### config.mk
export PLATFORM = sky130hd
export DESIGN_NAME = axis_uart_tx
export DESIGN_NICKNAME = d
export VERILOG_FILES = /design/src/rtl/uart_pkg.sv /design/src/rtl/uart_baud_tick.sv /design/src/rtl/axis_uart_tx.sv
export SDC_FILE = /design/constraint.sdc
export NUM_CORES = 1
export LEC_CHECK = 0
export CORE_MARGIN = 4
export CORE_UTILIZATION = 40
export CTS_CLUSTER_SIZE = 24
export DETAILED_ROUTE_END_ITERATION = 16
export SETUP_SLACK_MARGIN = 0.1
export SYNTH_ARGS = -nofsm -noshare
export SYNTH_HDL_FRONTEND = slang
export SYNTH_HIERARCHICAL = 1
export SYNTH_SLANG_ARGS = --single-unit
### constraint.sdc
create_clock -name clk -period 2.9 [get_ports clk]
set_clock_uncertainty 0.2 [all_clocks]
set_input_delay 0.435 -clock clk [delete_from_list [all_inputs] [get_ports clk]]
set_output_delay 0.435 -clock clk [all_outputs]
set_load 0.02 [all_outputs]
### src/rtl/uart_pkg.sv
// rtl/uart_pkg.sv - shared types and line-level constants for the UART transmitter
//
// Purpose : transmitter FSM state encoding and UART line levels.
// Contents: uart_state_e (IDLE, START, DATA, PARITY, STOP), UART_IDLE, UART_START.
package uart_pkg;

  typedef enum logic [2:0] {
    IDLE   = 3'd0,
    START  = 3'd1,
    DATA   = 3'd2,
    PARITY = 3'd3,
    STOP   = 3'd4
  } uart_state_e;

  localparam logic UART_IDLE  = 1'b1;
  localparam logic UART_START = 1'b0;

endpackage

### src/rtl/uart_baud_tick.sv
// rtl/uart_baud_tick.sv - baud-period counter with synchronous clear and end-of-bit tick
//
// Purpose : counts 0..CLOCKS_PER_PULSE-1 and flags the last cycle of each bit period.
// Ports   : clk     - clock
//           rstn    - asynchronous active-low reset
//           clear_i - forces the count back to 0 on the next edge
//           tick_o  - high during the cycle in which the count equals CLOCKS_PER_PULSE-1
module uart_baud_tick #(
  parameter int CLOCKS_PER_PULSE = 8680
) (
  input  logic clk,
  input  logic rstn,
  input  logic clear_i,
  output logic tick_o
);

  localparam int CW = (CLOCKS_PER_PULSE > 1) ? $clog2(CLOCKS_PER_PULSE) : 1;

  logic [CW-1:0] cnt_q, cnt_d;

  assign tick_o = (cnt_q == CW'(CLOCKS_PER_PULSE - 1));

  always_comb begin
    cnt_d = cnt_q + CW'(1);
    if (clear_i || tick_o) begin
      cnt_d = '0;
    end
  end

  always_ff @(posedge clk or negedge rstn) begin
    if (!rstn) begin
      cnt_q <= '0;
    end else begin
      cnt_q <= cnt_d;
    end
  end

endmodule

### src/rtl/axis_uart_tx.sv
// rtl/axis_uart_tx.sv - AXI-Stream word to UART serial transmitter
//
// Purpose : accepts one W_IN-bit word and sends it as W_IN/BITS_PER_WORD UART frames,
//           lowest slice first, each frame LSB first with one start and one stop bit.
//           Define UART_TX_PARITY_EN to insert an even-parity bit after the data bits.
// Ports   : clk     - clock, rising edge
//           rstn    - asynchronous active-low reset
//           s_valid - input word valid
//           s_data  - input word (W_IN bits)
//           s_ready - registered; high only while idle
//           tx      - registered UART line, idle high
//           busy    - registered; high while any frame of the held word is in flight
module axis_uart_tx
  import uart_pkg::*;
#(
  parameter int CLOCKS_PER_PULSE = 8680,
  parameter int BITS_PER_WORD    = 8,
  parameter int W_IN             = 8
) (
  input  logic            clk,
  input  logic            rstn,
  input  logic            s_valid,
  input  logic [W_IN-1:0] s_data,
  output logic            s_ready,
  output logic            tx,
  output logic            busy
);

  localparam int N  = W_IN / BITS_PER_WORD;
  localparam int FW = (N > 1) ? $clog2(N) : 1;
  localparam int BW = (BITS_PER_WORD > 1) ? $clog2(BITS_PER_WORD) : 1;

  uart_state_e     state_q, state_d;
  logic [W_IN-1:0] shift_q, shift_d;
  logic [BW-1:0]   bit_q, bit_d;
  logic [FW-1:0]   frame_q, frame_d;
  logic            tx_q, tx_d;
  logic            ready_q, ready_d;
  logic            busy_q, busy_d;
  logic            tick;
  logic            baud_clr;
`ifdef UART_TX_PARITY_EN
  logic            par_q, par_d;
`endif

  // Counter restarts on every state change and is parked at 0 while idle, so
  // each state starts a full bit period regardless of where the count was.
  assign baud_clr = (state_q == IDLE) || (state_d != state_q);

  uart_baud_tick #(
    .CLOCKS_PER_PULSE(CLOCKS_PER_PULSE)
  ) u_baud (
    .clk    (clk),
    .rstn   (rstn),
    .clear_i(baud_clr),
    .tick_o (tick)
  );

  always_comb begin
    state_d = state_q;
    shift_d = shift_q;
    bit_d   = bit_q;
    frame_d = frame_q;
`ifdef UART_TX_PARITY_EN
    par_d   = par_q;
`endif

    case (state_q)
      IDLE: begin
        if (s_valid && ready_q) begin
          shift_d = s_data;
          frame_d = FW'(N - 1);
          state_d = START;
        end
      end
      START: begin
`ifdef UART_TX_PARITY_EN
        par_d = 1'b0;
`endif
        if (tick) begin
          bit_d   = '0;
          state_d = DATA;
        end
      end
      DATA: begin
        if (tick) begin
`ifdef UART_TX_PARITY_EN
          par_d = par_q ^ shift_q[0];
`endif
          // Shifting on the last bit as well leaves the next slice at the LSB.
          shift_d = shift_q >> 1;
          if (bit_q == BW'(BITS_PER_WORD - 1)) begin
            bit_d = '0;
`ifdef UART_TX_PARITY_EN
            state_d = PARITY;
`else
            state_d = STOP;
`endif
          end else begin
            bit_d = bit_q + BW'(1);
          end
        end
      end
      PARITY: begin
        if (tick) begin
          state_d = STOP;
        end
      end
      STOP: begin
        if (tick) begin
          if (frame_q != '0) begin
            frame_d = frame_q - FW'(1);
            state_d = START;
          end else begin
            state_d = IDLE;
          end
        end
      end
      default: state_d = IDLE;
    endcase
  end

  // Line and handshake outputs are registered, so they are derived from the
  // next-state values and change on the same edge as the state.
  always_comb begin
    tx_d = UART_IDLE;
    case (state_d)
      START:  tx_d = UART_START;
      DATA:   tx_d = shift_d[0];
`ifdef UART_TX_PARITY_EN
      PARITY: tx_d = par_d;
`endif
      default: tx_d = UART_IDLE;
    endcase
    ready_d = (state_d == IDLE);
    busy_d  = (state_d != IDLE);
  end

  always_ff @(posedge clk or negedge rstn) begin
    if (!rstn) begin
      state_q <= IDLE;
      shift_q <= '0;
      bit_q   <= '0;
      frame_q <= '0;
      tx_q    <= UART_IDLE;
      ready_q <= 1'b0;
      busy_q  <= 1'b0;
    end else begin
      state_q <= state_d;
      shift_q <= shift_d;
      bit_q   <= bit_d;
      frame_q <= frame_d;
      tx_q    <= tx_d;
      ready_q <= ready_d;
      busy_q  <= busy_d;
    end
  end

`ifdef UART_TX_PARITY_EN
  always_ff @(posedge clk or negedge rstn) begin
    if (!rstn) begin
      par_q <= 1'b0;
    end else begin
      par_q <= par_d;
    end
  end
`endif

  assign tx      = tx_q;
  assign s_ready = ready_q;
  assign busy    = busy_q;

endmodule

==> impl_results.md, run 1 <==
- Resize count post-CTS: 0
- Share of post-route cells with drive strength above 1: 0.161
- Synth async-reset ratio: 1.00
- Critical-path cell list: or4b_1 > nor4_2 > buf_4 > nand2b_1 > o21ai_0 > a21boi_0 > or2_1 > buf_4 > nor2_1
- R2R Setup Slk: slightly above 300 ps
- Hold buffers post-CTS: 0
- CP peak stage delay: ~540 ps
- Area post-placement: 1780 um2
- Maximum root-to-sink buffer count: 2
- Vias: between 1000 and 1500
- Gr ovfl total: 0
- Fill cells: about 360
- Setup crit start: u_baud/cnt_q[4]$_DFF_PN0_
- Reg2Reg Depth: 9
- Status: completed
- Setup bufs post-CTS: 0
- Power Density: approximately 440 nW/um2
- DRT antenna net count: 0
- Synthesized instance count: about 150
- Drt initial violations: 27
- DRC Markers: 0
- Worst path bufs/invs: 2
- Cell area after layout: roughly 1900 um2
- Critical Path Stages: 9
- Critical path's slowest cell: or4b_1
- Synthesized Nets: 164
- RR Startpoint: u_baud/cnt_q[4]$_DFF_PN0_
- Seq/Total Area, Yosys: 0.480
- Worst Setup EP: u_baud/cnt_q[4]$_DFF_PN0_
- Number of max-cap violations: 0
- Final Cycle Share: 0.893
- Final core occ: 0.495
- Worst slack, placed: around 310 ps
- Mapped Area: between 1500 and 2000 um2
- Peak VDD IR: just over 0.2 mV
- Mean area per synthesized cell: approximately 11 um2
- Core area: 3800 um2
- Overall die width: approximately 70 um
- HPWL Detailed: 2230 um
- Fmax: slightly below 400 MHz
- Main synth FF type: dfrtp_1
- Placed insts: between 200 and 250
- Num rows: 22
- Static leakage: slightly below 0.8 nW
- Layout area overhead: 16.1%
- RePlAce Congestion: between 0.8 and 0.9
- Post-synth EDFFs: 0
- Clk sinks: 31
- Max-slew violations: 0
- Vias in the first global route: roughly 1200
- I/O pins: 14
- Top layer used by detailed routing: met4
- Initial antenna violation count: 0
- First-pass GRT wire length: 5510 um
- Post-Layout Cell Count: 216
- RSZ-0062 raised after global routing: no
- Crit Path Max Fanout: 14
- Crit Reg-Reg Endpoint: u_baud/cnt_q[4]$_DFF_PN0_
- TritonCTS clock tree: built
- CP required: ~2900 ps
- Clock latency on the worst-skew pair: 280 ps
- Crit Path Category: reg2reg
- I/O Buffers: 13
- Antenna cell count: 0
- Crit-path leading delay family: simple AND/OR/NAND/NOR gates
- CP Capture Type: register
- First-pass DRT Iterations: 4
- Yosys reg bits: 31
- TritonCTS buffer count: 5
- Worst Tran Pin Value: ~480 ps
- Die area: approximately 5100 um2
- Final wirelength: slightly above 3000 um
- Met1 wire length: between 1000 and 1500 um
- Initial core utilization: 0.427
- Slew HR: 0.681
- Setup TNS: 0 ps
- Crit-path most repeated cell: buf_4
- All-Layer GR Usage: 0.136
- Worst hold slack: roughly 300 ps
- Worst Hold Class: reg2reg
- Clk root buf: clkbuf_8
- Wire length on met2: 1480 um
- Die height: 71.6 um
- Clock transition at the registers of the reported paths: around 60 ps
- Hold Vio Cnt, Final: 0
- Via density: roughly 5.4
- Power Total: 0.823 mW
- Met3 WL: between 100 and 150 um
- Nets: 182
- Largest net degree at the start of global routing: 32
- Yosys cell types: 46
- Post-route worst setup slack: between 300 and 400 ps
- WP data arrival: between 2000 and 3000 ps
- Startpoint types: register
- Setup-failing EPs final: 0
- Min Tclk post-route: 2590 ps
- Yosys warning count: 6
- H-tree Lvls: 2
- DR WL/cell: 14.1 um
==> Yosys cell counts, drive strengths merged (2+ instances only) <==
| library cell | count | area [um2] |
|---|---|---|
| nor2b | 3 | 18.8 |
| nand4bb | 2 | 22.5 |
| nor3 | 5 | 25.0 |
| a21oi | 2 | 13.8 |
| nand2 | 7 | 26.3 |
| nand3 | 5 | 25.0 |
| xor2 | 2 | 17.5 |
| nor2 | 20 | 100 |
| nor4 | 3 | 25.0 |
| inv | 6 | 22.5 |
| nand4 | 2 | 12.5 |
| xnor2 | 10 | 87.6 |
| buf | 5 | 52.6 |
| a221o | 6 | 60.1 |
| or4b | 3 | 33.8 |
| o21ai | 4 | 23.8 |
| and4bb | 2 | 25.0 |
| dfrtp | 30 | 751 |
| ha | 4 | 50.1 |
| o211ai | 2 | 15.0 |
| o2bb2ai | 2 | 17.5 |
| and2 | 8 | 50.1 |
==> worst reg2reg max path, stage by stage (launching register included) <==
cell and delay, ps:
dfrtp_1 410, or4b_1 540, nor4_2 250, buf_4 190, nand2b_1 180, o21ai_0 100
a21boi_0 160, or2_1 120, buf_4 220, nor2_1 80
==> sequential cells by signal, indices dropped and copies added (netlist names) <==
register,count
u_baud/cnt_q,14
shift_q,8
bit_q,3
state_q,3
busy,1
s_ready,1
tx,1
==> worst min path at each step <==
stage,depth (start not counted),to,slack (ps),from
4_1_cts,1,u_baud/cnt_q[0]$_DFF_PN0_,300,u_baud/cnt_q[0]$_DFF_PN0_
3_3_place_gp,1,u_baud/cnt_q[0]$_DFF_PN0_,290,u_baud/cnt_q[0]$_DFF_PN0_
3_5_place_dp,1,u_baud/cnt_q[0]$_DFF_PN0_,290,u_baud/cnt_q[0]$_DFF_PN0_
6_report,1,u_baud/cnt_q[0]$_DFF_PN0_,300,u_baud/cnt_q[0]$_DFF_PN0_
5_1_grt,1,u_baud/cnt_q[0]$_DFF_PN0_,330,u_baud/cnt_q[0]$_DFF_PN0_
2_1_floorplan,0,bit_q[0]$_DFFE_PN0P_,-60,rstn
==> power breakdown <==
group	total (mW)	switching [mW]	internal, mW
clock network	0.368	0.151	0.216
registers	0.433	0	0.433
logic	0.0229	0.0102	0.0127
total	0.823	0.162	0.662
==> final cells by class <==
type                    instances  area [um2]  area share
clock buffers                   8         100      0.0532
inverters                       6        22.5      0.0120
multi-input cells             107         768       0.409
flip-flops and latches         31         777       0.413
well taps                      48        60.1      0.0319
repair buffers                 16         153      0.0812
==> placed cells by master (no fill, tap or decap), drive strengths merged, types with 2 or more instances in the layout <==
| cell type | instances |
|---|---|
| a21oi | 2 |
| clkdlybuf4s50 | 13 |
| inv | 6 |
| nand4 | 2 |
| buf | 3 |
| ha | 4 |
| and2 | 8 |
| o211ai | 2 |
| nand3 | 5 |
| nand2 | 7 |
| nor3 | 5 |
| xor2 | 2 |
| nor2b | 3 |
| clkbuf | 8 |
| o2bb2ai | 2 |
| xnor2 | 10 |
| nand4bb | 2 |
| dfrtp | 30 |
| and4bb | 2 |
| or4b | 3 |
| nor4 | 3 |
| o21ai | 4 |
| a221o | 6 |
| nor2 | 20 |
==> layer usage <==
metal | vias to the layer above | GRT usage
met1 | 570 | 0.165
li1 | 570 | -
met2 | 21 | 0.212
met5 | - | 0
met3 | 6 | 0.0491
met4 | 0 | 0.0668
==> kinds of logic (layout without fill, tap and decap cells) <==
group	count (synthesis)	in the layout	synth area share
AOI/OAI and AO/OA	26	26	0.131
adders and majority gates	4	4	0.0309
buffers and inverters	11	30	0.0463
xor gates and xnor gates	12	12	0.0649
DFF	31	31	0.480
and+or+nand+nor	65	65	0.248
No activity file was read; power rests on OpenSTA's default activity.
==> run 2: changes to the inputs <==
- DONT_BUFFER_PORTS: not set -> 1
==> run 2 against run 1 <==
Against the previous run:
- global-route usage shrank 0.45 points
- fmax is essentially flat
- sequential power is essentially flat
- combinational power shrank 46%
- total power shrank 0.62%
- via count shrank 3.3%
- clock power grew 1%
- critical path type unchanged
- critical endpoint is now u_baud/cnt_q[2]$_DFF_PN0_
==> impl_results.md, run 2 (synthesis gave the netlist of run 1 again) <==
- Status: completed
- Overall die width: 71.6 um (unchanged)
- Num rows: 22 (unchanged)
- Number of flip-flops in the largest register: 14 (unchanged)
- DR WL/cell: 14.7 um (+4.1%)
- I/O Buffers: 0 (-13)
- Largest Register: u_baud/cnt_q
- Largest net degree at the start of global routing: 32 (unchanged)
- Setup crit start: u_baud/cnt_q[4]$_DFF_PN0_
- Initial core utilization: 0.427 (unchanged)
- Commonest non-fill, non-tap cell in the layout: dfrtp_1
- Leading cell types in the layout, fill and taps excluded: dfrtp_1 (30), nor2_1 (10), xnor2_1 (10), nor2_2 (10), and2_1 (8)
- Hold Vio Cnt, Final: 0 (unchanged)
- Crit Reg-Reg Endpoint: u_baud/cnt_q[2]$_DFF_PN0_
- Core area: 3800 um2 (unchanged)
- I/O pins: 14 (unchanged)
- WP data arrival: 2560 ps (about the same)
- Max-slew violations: 0 (unchanged)
- Static leakage: 0.731 nW (-5.4%)
- Die height: 71.6 um (unchanged)
- Via density: 5.53 (+2.3%)
- H-tree Lvls: 2 (unchanged)
- Layout area overhead: 9.42%
- Reported net switching power: 0.165 mW (+2.3%)
- Slew HR: 0.678 (-0.00304)
- Power Total: 0.818 mW (-0.62%)
- Worst Tran Pin Value: 484 ps (+4.57 ps)
- Final wirelength: 3000 um (-1.7%)
- R2R Setup Slk: 310 ps (about the same)
- HPWL Detailed: 2060 um (-7.7%)
- Clk sinks: 31 (unchanged)
- Vias in the first global route: 1103 (-10%)
- Startpoint types: register
- Combinational share of power: 0.015 (-0.013)
- All-Layer GR Usage: 0.131 (-0.00452)
- Min Tclk post-route: 2590 ps (+0.145 ps)
- Multi-input gate area: 768 um2 (unchanged)
- Sw Share: 0.202 (+0.00579)
- RePlAce Congestion: 0.832 (+2.1%)
- Resize count post-CTS: 0 (unchanged)
- Worst slack, placed: 301 ps (-13.3 ps)
- Fill cells: 363 (+0.28%)
- Antenna cell count: 0 (unchanged)
- Clock latency on the worst-skew pair: 280 ps (about the same)
- Worst hold slack: 92.2 ps (-208 ps)
- Nets: 170 (-6.6%)
- Gr ovfl total: 0 (unchanged)
- Maximum root-to-sink buffer count: 2 (unchanged)
- TritonCTS clock tree: built
- Worst Hold Class: in2reg
- TritonCTS buffer count: 5 (unchanged)
- Register Area: 777 um2 (unchanged)
- Biggest regs: u_baud/cnt_q x14, shift_q x8
- First-pass DRT Iterations: 4 (unchanged)
- Die area: 5130 um2 (unchanged)
- Vias: 1128 (-3.3%)
- Final Cycle Share: 0.893 (about the same)
- Power Density: 461 nW/um2 (+5.4%)
- CP Capture Type: register
- Pint: 0.653 mW (-1.3%)
- Fmax: 386 MHz (about the same)
- RR Startpoint: u_baud/cnt_q[4]$_DFF_PN0_
- CP required: 2870 ps (about the same)
- DRT antenna net count: 0 (unchanged)
- Share of post-route cells with drive strength above 1: 0.173 (+0.0124)
- Setup-failing EPs final: 0 (unchanged)
- Reg2Reg Depth: 9 (unchanged)
- Clk root buf: clkbuf_8
- Clock share of power: 0.456 (+0.009)
- Final core occ: 0.467 (-0.0283)
- Clock transition at the registers of the reported paths: 60 ps (about the same)
- Initial antenna violation count: 0 (unchanged)
- DRC Markers: 0 (unchanged)
- RSZ-0062 raised after global routing: no
- Post-route worst setup slack: 310 ps (-0.145 ps)
- First-pass GRT wire length: 5190 um (-5.9%)
- Crit Path Max Fanout: 14 (unchanged)
- Drt initial violations: 63 (+130%)
- Number of max-cap violations: 0 (unchanged)
- Crit Path Category: reg2reg
- Register share of total power: 0.529 (+0.003)
- Worst Setup EP: u_baud/cnt_q[2]$_DFF_PN0_
- Peak VDD IR: 0.186 mV (-9.9%)
- Setup TNS: 0 ps (unchanged)
run 2: cell types whose count changed in the layout (fill, tap and decap cells not counted), sizes merged:
| cell | before | now |
|---|---|---|
| dlygate4sd3 | 0 | 1 |
| clkdlybuf4s50 | 13 | 0 |
run 2: how the worst min path moves through the flow:
stage	depth (start not counted)	to	start	slack (ps)
floorplan	0	bit_q[0]$_DFFE_PN0P_	rstn	-60
global placement	0	bit_q[0]$_DFFE_PN0P_	rstn	-60
detailed placement	0	bit_q[1]$_DFFE_PN0P_	rstn	-60
CTS	1	shift_q[4]$_DFFE_PN0P_	s_data[4]	80
global route	1	shift_q[2]$_DFFE_PN0P_	s_data[2]	80
finish	1	shift_q[4]$_DFFE_PN0P_	s_data[4]	90
run 2: worst max-delay path: stages (launching register included):
cell and delay [ps]:
dfrtp_1 410, or4b_1 540, nor4_2 260, buf_4 200, nand2b_1 170, o21ai_0 100, a21boi_0 170, or2_1 120
buf_4 220, nor2_1 70
run 2: power groups by stage:
| stage | Combinational [mW] | Sequential [mW] | Clock (mW) |
|---|---|---|---|
| final | 0.0124 | 0.433 | 0.373 |
| after global routing | 0.0143 | 0.432 | 0.400 |
| after CTS | 0.0133 | 0.432 | 0.385 |
| after detailed placement | 0.000121 | 0.441 | 0 |
| after global placement | 0.000121 | 0.441 | 0 |
| after floorplan | 0.000121 | 0.441 | 0 |
run 2: through the flow:
step                      std cells  instance area [um2]
after global routing            204                 1770
after floorplan                 149                 1620
final                           204                 1770
after global placement          194                 1640
after CTS                       204                 1770
after detailed placement        194                 1640
run 2: metal layers:
layer	routed length, um	track usage	part of all wire	up-vias
met2	1340	0.196	0.45	21
met4	72	0.0814	0.024	0
met1	1460	0.163	0.49	552
met5	0	0	0	-
met3	127	0.0435	0.042	8
li1	-	-	-	547
run 2: layout make-up:
cell class,count,share of cell area
Clock buffer,8,0.0565
Inverter,6,0.0127
Multi-Input combinational cell,107,0.433
Sequential cell,31,0.438
Tap cell,48,0.0339
Timing Repair Buffer,4,0.0254
run 2: timing repair:
action	4_1_cts	5_1_grt
endpoints found under the hold margin	31	0
setup endpoints to repair	0	0
buffers inserted	0	0
hold buffers	2	0
==> run 3: changes to the inputs <==
- REMOVE_ABC_BUFFERS: not set -> 1
==> run 3 against run 2 <==
Against the previous run:
- core utilization decreased by 0.30 points
- sequential power about the same
- highest routed layer unchanged
- largest power group unchanged
- critical path depth unchanged
==> impl_results.md, run 3 (synthesis gave the netlist of run 1 again) <==
- Status: completed
- Setup crit start: u_baud/cnt_q[4]$_DFF_PN0_
- Clk root buf: clkbuf_8
- Resize count post-CTS: 0 (unchanged)
- H-tree Lvls: 2 (unchanged)
- CP required: 2860 ps (about the same)
- Initial antenna violation count: 0 (unchanged)
- Vias in the first global route: 1234 (+12%)
- Commonest non-fill, non-tap cell in the layout: dfrtp_1
- Die height: 71.6 um (unchanged)
- HPWL Detailed: 2120 um (+2.7%)
- Slew HR: 0.683 (+0.00507)
- WP data arrival: 2550 ps (about the same)
- Peak VDD IR: 0.283 mV (+52%)
- Final core occ: 0.464 (-0.00296)
- Vias: 1106 (-2.0%)
- Setup bufs post-CTS: 0 (unchanged)
- Core area: 3800 um2 (unchanged)
- CP Capture Type: register
- All-Layer GR Usage: 0.135 (+0.00320)
- Static leakage: 0.720 nW (-1.6%)
- Maximum root-to-sink buffer count: 2 (unchanged)
- Worst Tran Pin Value: 476 ps (-7.61 ps)
- Final wirelength: 2990 um (-0.33%)
- Number of flip-flops in the largest register: 14 (unchanged)
- TritonCTS buffer count: 5 (unchanged)
- I/O pins: 14 (unchanged)
- Crit Path Category: reg2reg
- Max-slew violations: 0 (unchanged)
- Worst hold slack: 98.2 ps (+5.97 ps)
- Largest Register: u_baud/cnt_q
- Overall die width: 71.6 um (unchanged)
- Layout area overhead: 8.73%
- Cell area after layout: 1760 um2 (-0.64%)
- Setup-failing EPs final: 0 (unchanged)
- RR Startpoint: u_baud/cnt_q[4]$_DFF_PN0_
- Crit Path Max Fanout: 14 (unchanged)
- Initial core utilization: 0.427 (unchanged)
- Clk sinks: 31 (unchanged)
- Worst Hold Launch: s_data[3]
- I/O Buffers: 0 (unchanged)
- Antenna cell count: 0 (unchanged)
- Hold Vio Cnt, Final: 0 (unchanged)
- Largest net degree at the start of global routing: 32 (unchanged)
- RSZ-0062 raised after global routing: no
- Hold path endpoint: shift_q[3]$_DFFE_PN0P_
- Fmax: 386 MHz (about the same)
- First-pass DRT Iterations: 4 (unchanged)
- RePlAce Congestion: 0.827 (-0.58%)
- Number of max-cap violations: 0 (unchanged)
- Gr ovfl total: 0 (unchanged)
- Worst Hold Class: in2reg
- Via density: 5.42 (-2.0%)
- Min Tclk post-route: 2590 ps (+1.21 ps)
- R2R Setup Slk: 310 ps (about the same)
- Drt initial violations: 28 (-56%)
- Clock transition at the registers of the reported paths: 70 ps (about the same)
- Final Cycle Share: 0.894 (about the same)
- Worst Hold Depth: 1 (unchanged)
- Post-route worst setup slack: 309 ps (-1.21 ps)
- First-pass GRT wire length: 5570 um (+7.3%)
- DRT antenna net count: 0 (unchanged)
- Biggest regs: u_baud/cnt_q x14, shift_q x8
- Reg2Reg Depth: 9 (unchanged)
- Setup TNS: 0 ps (unchanged)
- Worst slack, placed: 305 ps (+3.72 ps)
- Area post-placement: 1640 um2 (unchanged)
- Clock latency on the worst-skew pair: 280 ps (about the same)
- Share of post-route cells with drive strength above 1: 0.179 (+0.00641)
- Hold buffers post-CTS: 2 (unchanged)
- Power Density: 440 nW/um2 (-4.7%)
- Startpoint types: register
- Num rows: 22 (unchanged)
- Die area: 5130 um2 (unchanged)
- TritonCTS clock tree: built
- DRC Markers: 0 (unchanged)
- Nets: 170 (unchanged)
- Leading cell types in the layout, fill and taps excluded: dfrtp_1 (30), nor2_1 (10), xnor2_1 (10), nor2_2 (10), and2_1 (8)
- DR WL/cell: 14.7 um (-0.33%)
- Crit Reg-Reg Endpoint: u_baud/cnt_q[13]$_DFF_PN0_
==> run 3: changes by cell type in the layout (fill, tap and decap cells not counted), sizes merged <==
cell,delta
clkinvlp,+2
clkbuf,-3
clkinv,+1
==> run 3: worst max-delay path: stages, from the launching register on <==
cell      delay, ps
dfrtp_1         420
or4b_1          540
nor4_2          270
buf_4           210
nand2b_1        180
o21ai_0         100
a21boi_0        150
or2_1           120
buf_4           220
nor2_1           70
==> run 3: routing by layer <==
layer / share of wire / routed length [um] / vias up / GRT usage
met5: 0 / 0 / - / 0
met2: 0.48 / 1440 / 17 / 0.212
met1: 0.48 / 1440 / 542 / 0.171
met4: 0.0053 / 16 / 0 / 0.0438
li1: - / - / 545 / -
met3: 0.030 / 90 / 2 / 0.0491
==> run 3: stage by stage <==
stage | cells | power (mW)
finish | 204 | 0.775
global route | 204 | 0.818
CTS | 204 | 0.791
detailed placement | 194 | 0.441
global placement | 194 | 0.441
floorplan | 144 | 0.441
==> run 3: area by class of cell <==
cell class | instances | area [um2]
well taps | 48 | 60.1
multi-input cells | 107 | 768
fillers | 371 | 2040
clock inverters | 3 | 20.0
repair buffers | 4 | 45.0
flip-flops and latches | 31 | 777
inverters | 6 | 22.5
clock buffers | 5 | 68.8
==> run 3: worst max-delay path by stage <==
stage	to	slack, ps	cells after the start
floorplan	u_baud/cnt_q[13]$_DFF_PN0_	140	7
global placement	u_baud/cnt_q[2]$_DFF_PN0_	390	9
global route	u_baud/cnt_q[13]$_DFF_PN0_	120	9
CTS	u_baud/cnt_q[2]$_DFF_PN0_	290	9
detailed placement	u_baud/cnt_q[3]$_DFF_PN0_	300	9
finish	u_baud/cnt_q[13]$_DFF_PN0_	310	9
==> run 3: power by group <==
group	internal (mW)	switching, mW	total (mW)
Sequential	0.432	0	0.432
Clock	0.167	0.164	0.330
Combinational	0.00379	0.00854	0.0123
Total	0.603	0.172	0.775
